$ cat config.mk
export PLATFORM = sky130hd
export DESIGN_NAME = board_input_conditioner
export DESIGN_NICKNAME = d
export VERILOG_FILES = /design/src/rtl/board_cond_pkg.sv /design/src/rtl/input_debouncer.sv /design/src/rtl/board_input_conditioner.sv
export SDC_FILE = /design/constraint.sdc
export NUM_CORES = 1
export LEC_CHECK = 0
export CAP_MARGIN = 10
export CORE_AREA = 3 3 164 166
export CTS_CLUSTER_DIAMETER = 50
export DETAILED_ROUTE_END_ITERATION = 7
export DIE_AREA = 0 0 167 169
export GPL_ROUTABILITY_DRIVEN = 0
export PLACE_DENSITY = 0.79
export SETUP_SLACK_MARGIN = 0.4
export SLEW_MARGIN = 20
export SYNTH_ARGS = -nofsm -noshare
export SYNTH_HDL_FRONTEND = slang
export SYNTH_SLANG_ARGS = --single-unit
$ cat constraint.sdc
create_clock -name clk_i -period 2.95 [get_ports clk_i]
set_input_delay 0.59 -clock clk_i [delete_from_list [all_inputs] [get_ports clk_i]]
set_output_delay 0.59 -clock clk_i [all_outputs]
set_load 0.02 [all_outputs]
$ cat src/rtl/board_cond_pkg.sv
// Shared types and helpers for the board input conditioner.
package board_cond_pkg;

  typedef enum logic [0:0] {
    HOLD = 1'b0,
    RUN  = 1'b1
  } rst_state_e;

  // Counter width for a counter that must reach n-1; never narrower than one bit.
  function automatic int unsigned cnt_width(input int unsigned n);
    return (n <= 1) ? 1 : $clog2(n);
  endfunction

endpackage

$ cat src/rtl/input_debouncer.sv
// Synchronizer plus stability-count debouncer for one asynchronous input,
// with registered one-cycle rise/fall pulses on the accepted level.
module input_debouncer
  import board_cond_pkg::*;
#(
  parameter int unsigned SYNC_STAGES     = 2,
  parameter int unsigned DEBOUNCE_CYCLES = 500000
) (
  input  logic clk_i,
  input  logic rst_ni,
  input  logic d_i,
  output logic q_o,
  output logic rise_o,
  output logic fall_o
);

  localparam int unsigned CNT_W = cnt_width(DEBOUNCE_CYCLES);

  (* ASYNC_REG = "TRUE" *) logic [SYNC_STAGES-1:0] sync;
  logic             s;
  logic [CNT_W-1:0] cnt;
  logic             q_prev;

  assign s = sync[SYNC_STAGES-1];

  always_ff @(posedge clk_i or negedge rst_ni) begin
    if (!rst_ni) begin
      sync <= '0;
    end else begin
      sync <= {sync[SYNC_STAGES-2:0], d_i};
    end
  end

  // The counter is cleared at its terminal value, so it can never wrap.
  always_ff @(posedge clk_i or negedge rst_ni) begin
    if (!rst_ni) begin
      q_o <= 1'b0;
      cnt <= '0;
    end else if (s == q_o) begin
      cnt <= '0;
    end else if (cnt == CNT_W'(DEBOUNCE_CYCLES - 1)) begin
      q_o <= ~q_o;
      cnt <= '0;
    end else begin
      cnt <= cnt + CNT_W'(1);
    end
  end

  // q_prev resets together with q_o, so an async reset never produces a fall pulse.
  always_ff @(posedge clk_i or negedge rst_ni) begin
    if (!rst_ni) begin
      q_prev <= 1'b0;
      rise_o <= 1'b0;
      fall_o <= 1'b0;
    end else begin
      q_prev <= q_o;
      rise_o <= q_o & ~q_prev;
      fall_o <= ~q_o & q_prev;
    end
  end

endmodule

$ cat src/rtl/board_input_conditioner.sv
// Debounces board switches/buttons and stretches the reset pushbutton into a
// release-safe active-low system reset.
//
// state | meaning
// HOLD  | rst_no low; hcnt counts released-button cycles, cleared while pressed
// RUN   | rst_no high; a debounced press returns to HOLD
module board_input_conditioner
  import board_cond_pkg::*;
#(
  parameter int unsigned N_IN            = 12,
  parameter int unsigned SYNC_STAGES     = 2,
  parameter int unsigned DEBOUNCE_CYCLES = 500000,
  parameter int unsigned RST_HOLD_CYCLES = 1024
) (
  input  logic            clk_i,
  input  logic            rst_ni,
  input  logic            pad_reset_i,
  input  logic [N_IN-1:0] raw_i,
  output logic [N_IN-1:0] deb_o,
  output logic [N_IN-1:0] rise_o,
  output logic [N_IN-1:0] fall_o,
  output logic            rst_no,
  output logic            rst_btn_o
);

  localparam int unsigned HCNT_W = cnt_width(RST_HOLD_CYCLES);

  logic [N_IN:0]    din;
  logic [N_IN:0]    q_all;
  logic [N_IN:0]    rise_all;
  logic [N_IN:0]    fall_all;
  logic             unused_btn_edges;
  rst_state_e       state;
  logic [HCNT_W-1:0] hcnt;

  assign din = {pad_reset_i, raw_i};

  for (genvar i = 0; i <= N_IN; i++) begin : g_deb
    input_debouncer #(
      .SYNC_STAGES    (SYNC_STAGES),
      .DEBOUNCE_CYCLES(DEBOUNCE_CYCLES)
    ) u_deb (
      .clk_i (clk_i),
      .rst_ni(rst_ni),
      .d_i   (din[i]),
      .q_o   (q_all[i]),
      .rise_o(rise_all[i]),
      .fall_o(fall_all[i])
    );
  end

  assign deb_o            = q_all[N_IN-1:0];
  assign rise_o           = rise_all[N_IN-1:0];
  assign fall_o           = fall_all[N_IN-1:0];
  assign rst_btn_o        = q_all[N_IN];
  assign unused_btn_edges = rise_all[N_IN] ^ fall_all[N_IN];

  // rst_no is a flop reset value, so assertion is async and release is clocked.
  always_ff @(posedge clk_i or negedge rst_ni) begin
    if (!rst_ni) begin
      state  <= HOLD;
      hcnt   <= '0;
      rst_no <= 1'b0;
    end else begin
      case (state)
        HOLD: begin
          if (rst_btn_o) begin
            hcnt <= '0;
          end else if (hcnt == HCNT_W'(RST_HOLD_CYCLES - 1)) begin
            state  <= RUN;
            hcnt   <= '0;
            rst_no <= 1'b1;
          end else begin
            hcnt <= hcnt + HCNT_W'(1);
          end
        end
        RUN: begin
          if (rst_btn_o) begin
            state  <= HOLD;
            hcnt   <= '0;
            rst_no <= 1'b0;
          end
        end
        default: begin
          state  <= HOLD;
          hcnt   <= '0;
          rst_no <= 1'b0;
        end
      endcase
    end
  end

endmodule

==> results.py <==
metrics = {
    "sta": {
        "tightest_slew_ps": 776.7,
        "timing.fmax_mhz": 427.1,
        "finalHoldViolCount": 0,
        "slew_viol_final": 0,
        "finalSetupViolations": 0,
        "final.setup.tns_ps": 0,
        "relSlewSlack_pct": 48.22,
        "rsz0062_at_grt": "no",
        "skew_ps": 10.60,
        "period_minus_slack_ps": 2341,
        "fin_crit_sh_pct": 79.37,
        "setup_ws_ps": 608.5,
        "whs_ps": 30.14,
    },
    "yosys": {
        "avgSynthCellArea_um2": 10.35,
        "synth_cell_types": 52,
        "synth_commonest_cells": "dfrtp_1, nor2_1, xnor2_1, nand3_1, nand2_1",
        "yosysWarnings": 0,
        "yosysMostFrequentCell": "dfrtp_1",
        "syn-num-nets": 1532,
        "async_reset_ff_share_pct": 100.0,
        "synth_top_area_share_pct": 53.72,
        "synth.largest_area_cell": "dfrtp_1",
        "ys_seq_area_share_pct": 53.72,
        "syn_area_mm2": 0.01556,
        "netlist_instances": 1503,
        "synth-seq-cells": 334,
        "netlist_top_cells_area": "dfrtp_1, xnor2_1, nor2_1, xor2_1, nand4_1",
        "synth_edf_count": 0,
        "synthFlopType": "dfrtp_1",
    },
    "route": {
        "drt_iter0_drc": 832,
        "routedWlPerCell_um": 14.95,
        "firstDrtPassIters": 5,
        "ant_nets": 0,
        "drc": 0,
        "viasPerCell": 5.754,
        "totalWireLength_um": 28380,
        "vias": 10920,
    },
    "setup_path": {
        "worstPathRequired_ps": 2360,
        "cp_num_buf_inv": 1,
        "worst_setup_path_start_kind": "register",
        "cp-end-kind": "primary output",
        "worstSetupPathType": "reg2out",
        "crit_fanout": 6,
        "arrival_ps": 1750,
        "crit_path_max_incr_delay_ps": 730,
        "crit_family": "buffers and inverters",
        "path_cells": "clkdlybuf4s50_1",
        "cpMaxStageDelayCell": "clkdlybuf4s50_1",
    },
    "global_route": {
        "grt_start_max_net_pins": 68,
        "grt_pass1_wl_um": 50170,
        "grt_overflow": 0,
        "grt_pass1_vias": 10870,
        "grt_antenna_before_repair": 0,
        "grt.total_usage_pct": 20.53,
    },
    "clock_network": {
        "postCtsSetupBuffers": 0,
        "cts-root-buf": "clkbuf_16",
        "cts_made_buffers": 37,
        "htree_levels": 2,
        "hold_buffers": 0,
        "cts_tree": "built",
        "post_cts_resized": 0,
        "clkTransAtPathRegs_ps": 60,
        "numClockSinks": 334,
        "clock_path_buffers": 3,
        "clkLatencyLatePin_ps": 520,
    },
    "placed_design": {
        "dp_hpwl_um": 18320,
        "port_buffers": 52,
        "post-place-ws_ps": 682.0,
        "place_inst": 1833,
    },
    "power": {
        "vdd_drop_max_mv": 0.4688,
        "power.density_mw_per_mm2": 541.7,
        "p_leak_uw": 0.007114,
        "total_power_uw": 9427,
    },
    "run": {
        "maxCapViolations": 0,
    },
    "finish": {
        "num-nets-final": 1566,
        "area_growth_pct": 11.84,
        "drive_gt1_share_pct": 8.445,
        "antenna_cells": 0,
        "fin_cells": 1898,
        "fillers": 1890,
    },
    "die": {
        "ios": 53,
        "start_util_pct": 60.40,
        "die-area_mm2": 0.02822,
        "fp.dieW_um": 167,
        "core_region_area_mm2": 0.02576,
        "rows": 59,
        "die_h_um": 169,
    },
    "outcome": {
        "outcome": "finished, final reports clean",
    },
    "worst_hold_path": {
        "hold_class": "in2async",
    },
}
==> state kept, by name (all words and copies together), names as in the netlist <==
name,cells
g_deb.u_deb.sync,26
g_deb.u_deb.cnt,247
g_deb.u_deb.rise_o,12
state,1
g_deb.u_deb.q_prev,12
hcnt,10
g_deb.u_deb.fall_o,12
rst_no,1
g_deb.u_deb.q_o,13
==> metal layers <==
| metal | wire length (um) | GRT usage [%] | part of all wire [%] |
|---|---|---|---|
| met1 | 12910 | 28.11 | 45 |
| met2 | 13860 | 34.34 | 49 |
| met3 | 1172 | 3.737 | 4.1 |
| met4 | 441 | 5.308 | 1.6 |
| met5 | 0 | 0 | 0 |
==> stage by stage <==
stage	util [%]	area, um^2
after global placement	62.89	16200
after floorplan	-	15560
final	67.54	17400
after global routing	67.54	17400
after CTS	67.54	17400
after detailed placement	62.89	16200
==> power by group <==
| part | switching (uW) | total, uW | internal, uW |
|---|---|---|---|
| Sequential | 57.9 | 4700 | 4640 |
| Combinational | 191 | 278 | 87.1 |
| Clock | 1760 | 4450 | 2680 |
| Total | 2010 | 9430 | 7410 |
==> area by class of cell <==
class | instances | area, um^2 | area share [%]
Clock buffer | 53 | 1099 | 6.313
Clock inverter | 12 | 101.3 | 0.5824
Inverter | 34 | 127.6 | 0.7334
Multi-Input combinational cell | 1063 | 6621 | 38.05
Sequential cell | 334 | 8358 | 48.03
Tap cell | 335 | 419.2 | 2.409
Timing Repair Buffer | 67 | 675.6 | 3.883
==> layout by cell type, fill, tap and decap left out, types with 4 or more instances in the layout <==
cell / n
dfrtp_1: 334
nor2_1: 208
xnor2_1: 97
nand3_1: 87
nand2_1: 86
xor2_1: 83
nand4_1: 76
a21oi_1: 64
clkdlybuf4s50_1: 51
clkbuf_16: 39
nor4_1: 35
inv_1: 34
nor3_1: 33
or4_1: 32
or3_1: 32
o21ai_0: 27
nor2b_1: 25
o31ai_1: 22
and4_1: 21
or2_2: 18
and2_1: 17
ha_1: 14
mux2_2: 13
buf_4: 12
nor4b_1: 8
clkbuf_1: 7
clkbuf_8: 7
or4b_1: 6
and3_1: 6
clkinv_2: 6
or3b_2: 5
o21ai_4: 5
nor4bb_1: 4
o21ai_1: 4
a31o_2: 4
==> logic make-up after synthesis <==
family	share of synthesized area (%)
xor+xnor	10.13
simple gates	24.44
compound gates	5.918
mux	0.9408
flops	53.72
buf+inv	3.731
fa+ha+maj	1.126
==> worst paths after layout <==
path                                              start                      end  slack (ps)  cells past startpoint
worst max register to register   g_deb[0].u_deb.cnt[14]   g_deb[0].u_deb.cnt[17]         640                      4
max in group asynchronous                        rst_ni    g_deb[6].u_deb.cnt[5]        2110                      2
worst min-delay path                             rst_ni   g_deb[9].u_deb.cnt[10]          30                      1
worst max-delay path                 g_deb[4].u_deb.q_o                 deb_o[4]         610                      1
worst min register to register  g_deb[12].u_deb.sync[0]  g_deb[12].u_deb.sync[1]         350                      0
min in group clk_i              g_deb[12].u_deb.sync[0]  g_deb[12].u_deb.sync[1]         350                      0
==> worst reg2reg max path, cell delays in order (launching register included) <==
cell,delay (ps)
dfrtp_1,420
or4_1,520
or4_1,600
o21ai_4,430
o21ba_2,230
(Power assumes the default switching activity.)
==> edit 1 (same flow settings) <==
Set the parameter `RST_HOLD_CYCLES` to 4096 (it was 1024).
--- a/src/rtl/board_input_conditioner.sv
+++ b/src/rtl/board_input_conditioner.sv
@@ -10,7 +10,7 @@
   parameter int unsigned N_IN            = 12,
   parameter int unsigned SYNC_STAGES     = 2,
   parameter int unsigned DEBOUNCE_CYCLES = 500000,
-  parameter int unsigned RST_HOLD_CYCLES = 1024
+  parameter int unsigned RST_HOLD_CYCLES = 4096
 ) (
   input  logic            clk_i,
   input  logic            rst_ni,
Check against the original RTL: same outputs for any inputs over 10 cycles, from zero or initial values and one cycle with rst_ni low; that may be too few to reach the edited logic, so the function may still have changed.
==> edit 1 against the original RTL <==
- setup slack improved by 0.028 ns
- final area increased by 1.3%
- synthesized area increased by 0.83%
- global-route usage decreased by 0.49 points
- routed wire length decreased by 1.6%
- sequential cell count increased by 2
- hold slack got worse by 0.016 ns
- total power increased by 3.4%
==> edit 1: results (changes against the original RTL) <==
xor and xnor fraction of the mapped netlist area: 9.99% (-0.14 points)
Avg Vias per Cell: 5.75 (about the same)
Total Wirelength: 27.9 mm (-1.6%)
multi-input logic area: 6660 um2 (+0.60%)
measured slew at the worst slew-check pin: 0.782 ns (+0.00563 ns)
area grow syn2layout: 12.4%
Filler cells: 1986 (+5.1%)
post-synthesis register bit count: 336 (+0.60%)
largest net degree at the start of global routing: 86 (+26%)
worst r2r src: g_deb[9].u_deb.cnt[9]
synth top area cells: dfrtp_1 (54%), xnor2_1 (6.7%), nor2_1 (5.1%)
status: finished clean
RR Endpoint: g_deb[9].u_deb.cnt[5]
Mapped Cells: 1521 (+1.2%)
vias in the first global route: 10934 (+0.59%)
multi-input gate count: 1071 (+0.75%)
M1 WL: 12.7 mm (-1.9%)
CP endpoint: deb_o[5]
GRT Total Usage: 20.0% (-0.49 points)
Buffers, non-clock: 66 (-1.5%)
Data buffer area share: 3.86% (-0.022 points)
DPL Wire Length: 18.1 mm (-1.1%)
drt wl/cell: 14.5 um (-2.8%)
share of post-route cells with drive strength above 1: 8.64% (+0.19 points)
sequential cell area fraction in the yosys report: 53.6% (-0.12 points)
Layout Skew: 0.0108 ns (+0.000214 ns)
initial DRC count: 674 (-19%)
post-synthesis compound-gate area fraction: 5.82% (-0.096 points)
met2 wire length: 13.6 mm (-2.0%)
synth cell count leaders: dfrtp_1 (336), nor2_1 (215), xnor2_1 (120)
Leak: 7.09 nW (-0.41%)
register area: 8410 um2 (+0.60%)
Tmin final: 2.31 ns (-0.0284 ns)
multiplexer area fraction after synthesis: 1.00% (+0.064 points)
placed inst area: 16300 um2 (+0.86%)
-- edit 1: cell types whose count changed after synthesis, sizes merged, moves of 8 or more --
cell   before  now
and4       21   13
nor4       35   48
nand4      76   57
xnor2      97  120
xor2       83   59
inv        34   46
or3        32   47
-- edit 1: metal layers --
layer | vias up | track usage, %
li1 | 5382 | -
met1 | 5437 | 27.0
met2 | 176 | 33.7
met3 | 53 | 3.34
met4 | 0 | 6.28
met5 | - | 0
-- edit 1: cells by family (layout without fill, tap and decap cells) --
kind of cell / after synthesis / in the layout
flops: 336 / 336
xor+xnor: 179 / 179
fa+ha+maj: 14 / 14
mux: 14 / 14
compound gates: 145 / 145
simple gates: 719 / 719
buf+inv: 114 / 179
-- edit 1: where the power goes --
| group | internal [mW] | total (mW) | leakage, nW | switching (mW) |
|---|---|---|---|---|
| combinational | 0.0869 | 0.280 | 1.87 | 0.193 |
| sequential | 4.67 | 4.73 | 4.59 | 0.0545 |
| clock | 2.90 | 4.74 | 0.626 | 1.84 |
==> edit 2 (config.mk and constraints unchanged) <==
Made on the original files. Add an input register stage for `raw_i`, without a reset; this delays it by one clock.
--- a/src/rtl/board_input_conditioner.sv
+++ b/src/rtl/board_input_conditioner.sv
@@ -25,6 +25,12 @@
 
   localparam int unsigned HCNT_W = cnt_width(RST_HOLD_CYCLES);
 
+  logic [N_IN-1:0] raw_q;
+
+  always_ff @(posedge clk_i) begin
+    raw_q <= raw_i;
+  end
+
   logic [N_IN:0]    din;
   logic [N_IN:0]    q_all;
   logic [N_IN:0]    rise_all;
@@ -33,7 +39,7 @@
   rst_state_e       state;
   logic [HCNT_W-1:0] hcnt;
 
-  assign din = {pad_reset_i, raw_i};
+  assign din = {pad_reset_i, raw_q};
 
   for (genvar i = 0; i <= N_IN; i++) begin : g_deb
     input_debouncer #(
Behaviour: no difference found for any inputs over 10 cycles, from zero or initial values and one cycle with rst_ni low; that may be too few to reach the edited logic, so the function may still have changed.
==> edit 2 against the original RTL <==
- final area grew 2.3%
- total power up 6.9%
- setup slack improved by 0.022 ns
- sequential power grew 4%
- sequential cell count grew 12
- routed wire length shrank 0.23%
- synthesized area up 1.5%
- critical path type unchanged
- critical endpoint is now deb_o[10]
- largest cell class unchanged
- largest power group is now the clock network
==> edit 2: results (changes against the original RTL) <==
clk tree area frac: 7.48% (+0.58 points)
Setup crit start: g_deb[10].u_deb.q_o
Placed Instances: 1845 (+0.65%)
Buffers, non-clock: 67 (unchanged)
non-clock inverter count: 34 (unchanged)
clk_buf instances: 56 (+5.7%)
largest net degree at the start of global routing: 96 (+41%)
worst vdd ir: 715 uV (+52%)
top layer reached by signal wires: met4
grt met1 use: 27.8% (-0.32 points)
first-pass GRT wire length: 50.6 mm (+0.83%)
post-route non-filler standard cell count: 1917 (+1.0%)
Yosys cell types: 53 (+1.9%)
Layout Skew: 0.0185 ns (+0.00792 ns)
met3 wire length: 1.10 mm (-6.5%)
Leak: 7.27 nW (+2.2%)
CP endpoint: deb_o[10]
Mapped Cells: 1515 (+0.80%)
DPL Wire Length: 18.3 mm (+0.14%)
vias in the first global route: 11080 (+1.9%)
max incr delay on CP: 0.69 ns (-0.04 ns)
H-Tree Depth: 2 (unchanged)
R2R setup slack: 0.64 ns (about the same)
type of the worst min-delay path: primary input to async pin
Filler cells: 1882 (-0.42%)
sequential cell area fraction in the yosys report: 54.4% (+0.70 points)
register clock-pin slew on the reported worst setup and hold paths: 0.06 ns (about the same)
sequential share of cell area: 48.3% (+0.28 points)
Slew headroom: 47.1% (-1.1 points)
fraction of registers with async set or reset after synthesis: 96.5% (-3.5 points)
share of post-route cells with drive strength above 1: 8.47% (+0.025 points)
Data buffer area share: 3.94% (+0.054 points)
GRT Total Usage: 20.6% (+0.12 points)
initial DRC count: 698 (-16%)
multi-input gate share of total cell area: 37.2% (-0.85 points)
met2 Usage GRT: 35.3% (+0.94 points)
Avg Vias per Cell: 5.77 (+0.26%)
Synth Warn #: 0 (unchanged)
CTS Buffer Depth: 3 (unchanged)
met3 GRT Util: 3.13% (-0.61 points)
Clock Latency Late Sink: 0.52 ns (about the same)
RR Endpoint: g_deb[0].u_deb.cnt[17]
sequential cells: 346 (+3.6%)
status: finished clean
clock distribution power: 4.91 mW (+10%)
Total Wirelength: 28.3 mm (-0.23%)
Nets: 1580 (+0.89%)
met2 wire length: 13.9 mm (+0.48%)
clock buffer count from CTS: 39 (+5.4%)
Switch Pwr: 2.18 mW (+8.3%)
M1 WL: 12.7 mm (-1.4%)
critical path data arrival time: 1.73 ns (-0.02 ns)
synth top area cells: dfrtp_1 (53%), xnor2_1 (5.4%), nor2_1 (4.9%)
[edit 2: cell count changes after synthesis]
| cell | change |
|---|---|
| dfxtp_1 | +12 |
[edit 2: metrics by stage]
step	hold slack (ns)	total power [mW]	util, %	cell area (um2)	setup slack [ns]
finish	0.126	10.1	69.1	17800	0.630
global route	0.186	10.4	69.1	17800	0.539
CTS	0.145	10.2	69.1	17800	0.582
detailed placement	0.321	5.25	63.9	16500	0.673
global placement	0.317	5.24	63.9	16500	0.681
floorplan	0.294	5.08	-	15800	0.864
[edit 2: logic make-up (layout without fill, tap and decap cells)]
family / Yosys count / count (layout) / synth area share, %
simple gates: 715 / 715 / 24.1
xor+xnor: 180 / 180 / 9.98
flops: 346 / 346 / 54.4
mux: 13 / 13 / 0.927
compound gates: 141 / 141 / 5.83
buf+inv: 106 / 173 / 3.67
fa+ha+maj: 14 / 14 / 1.11
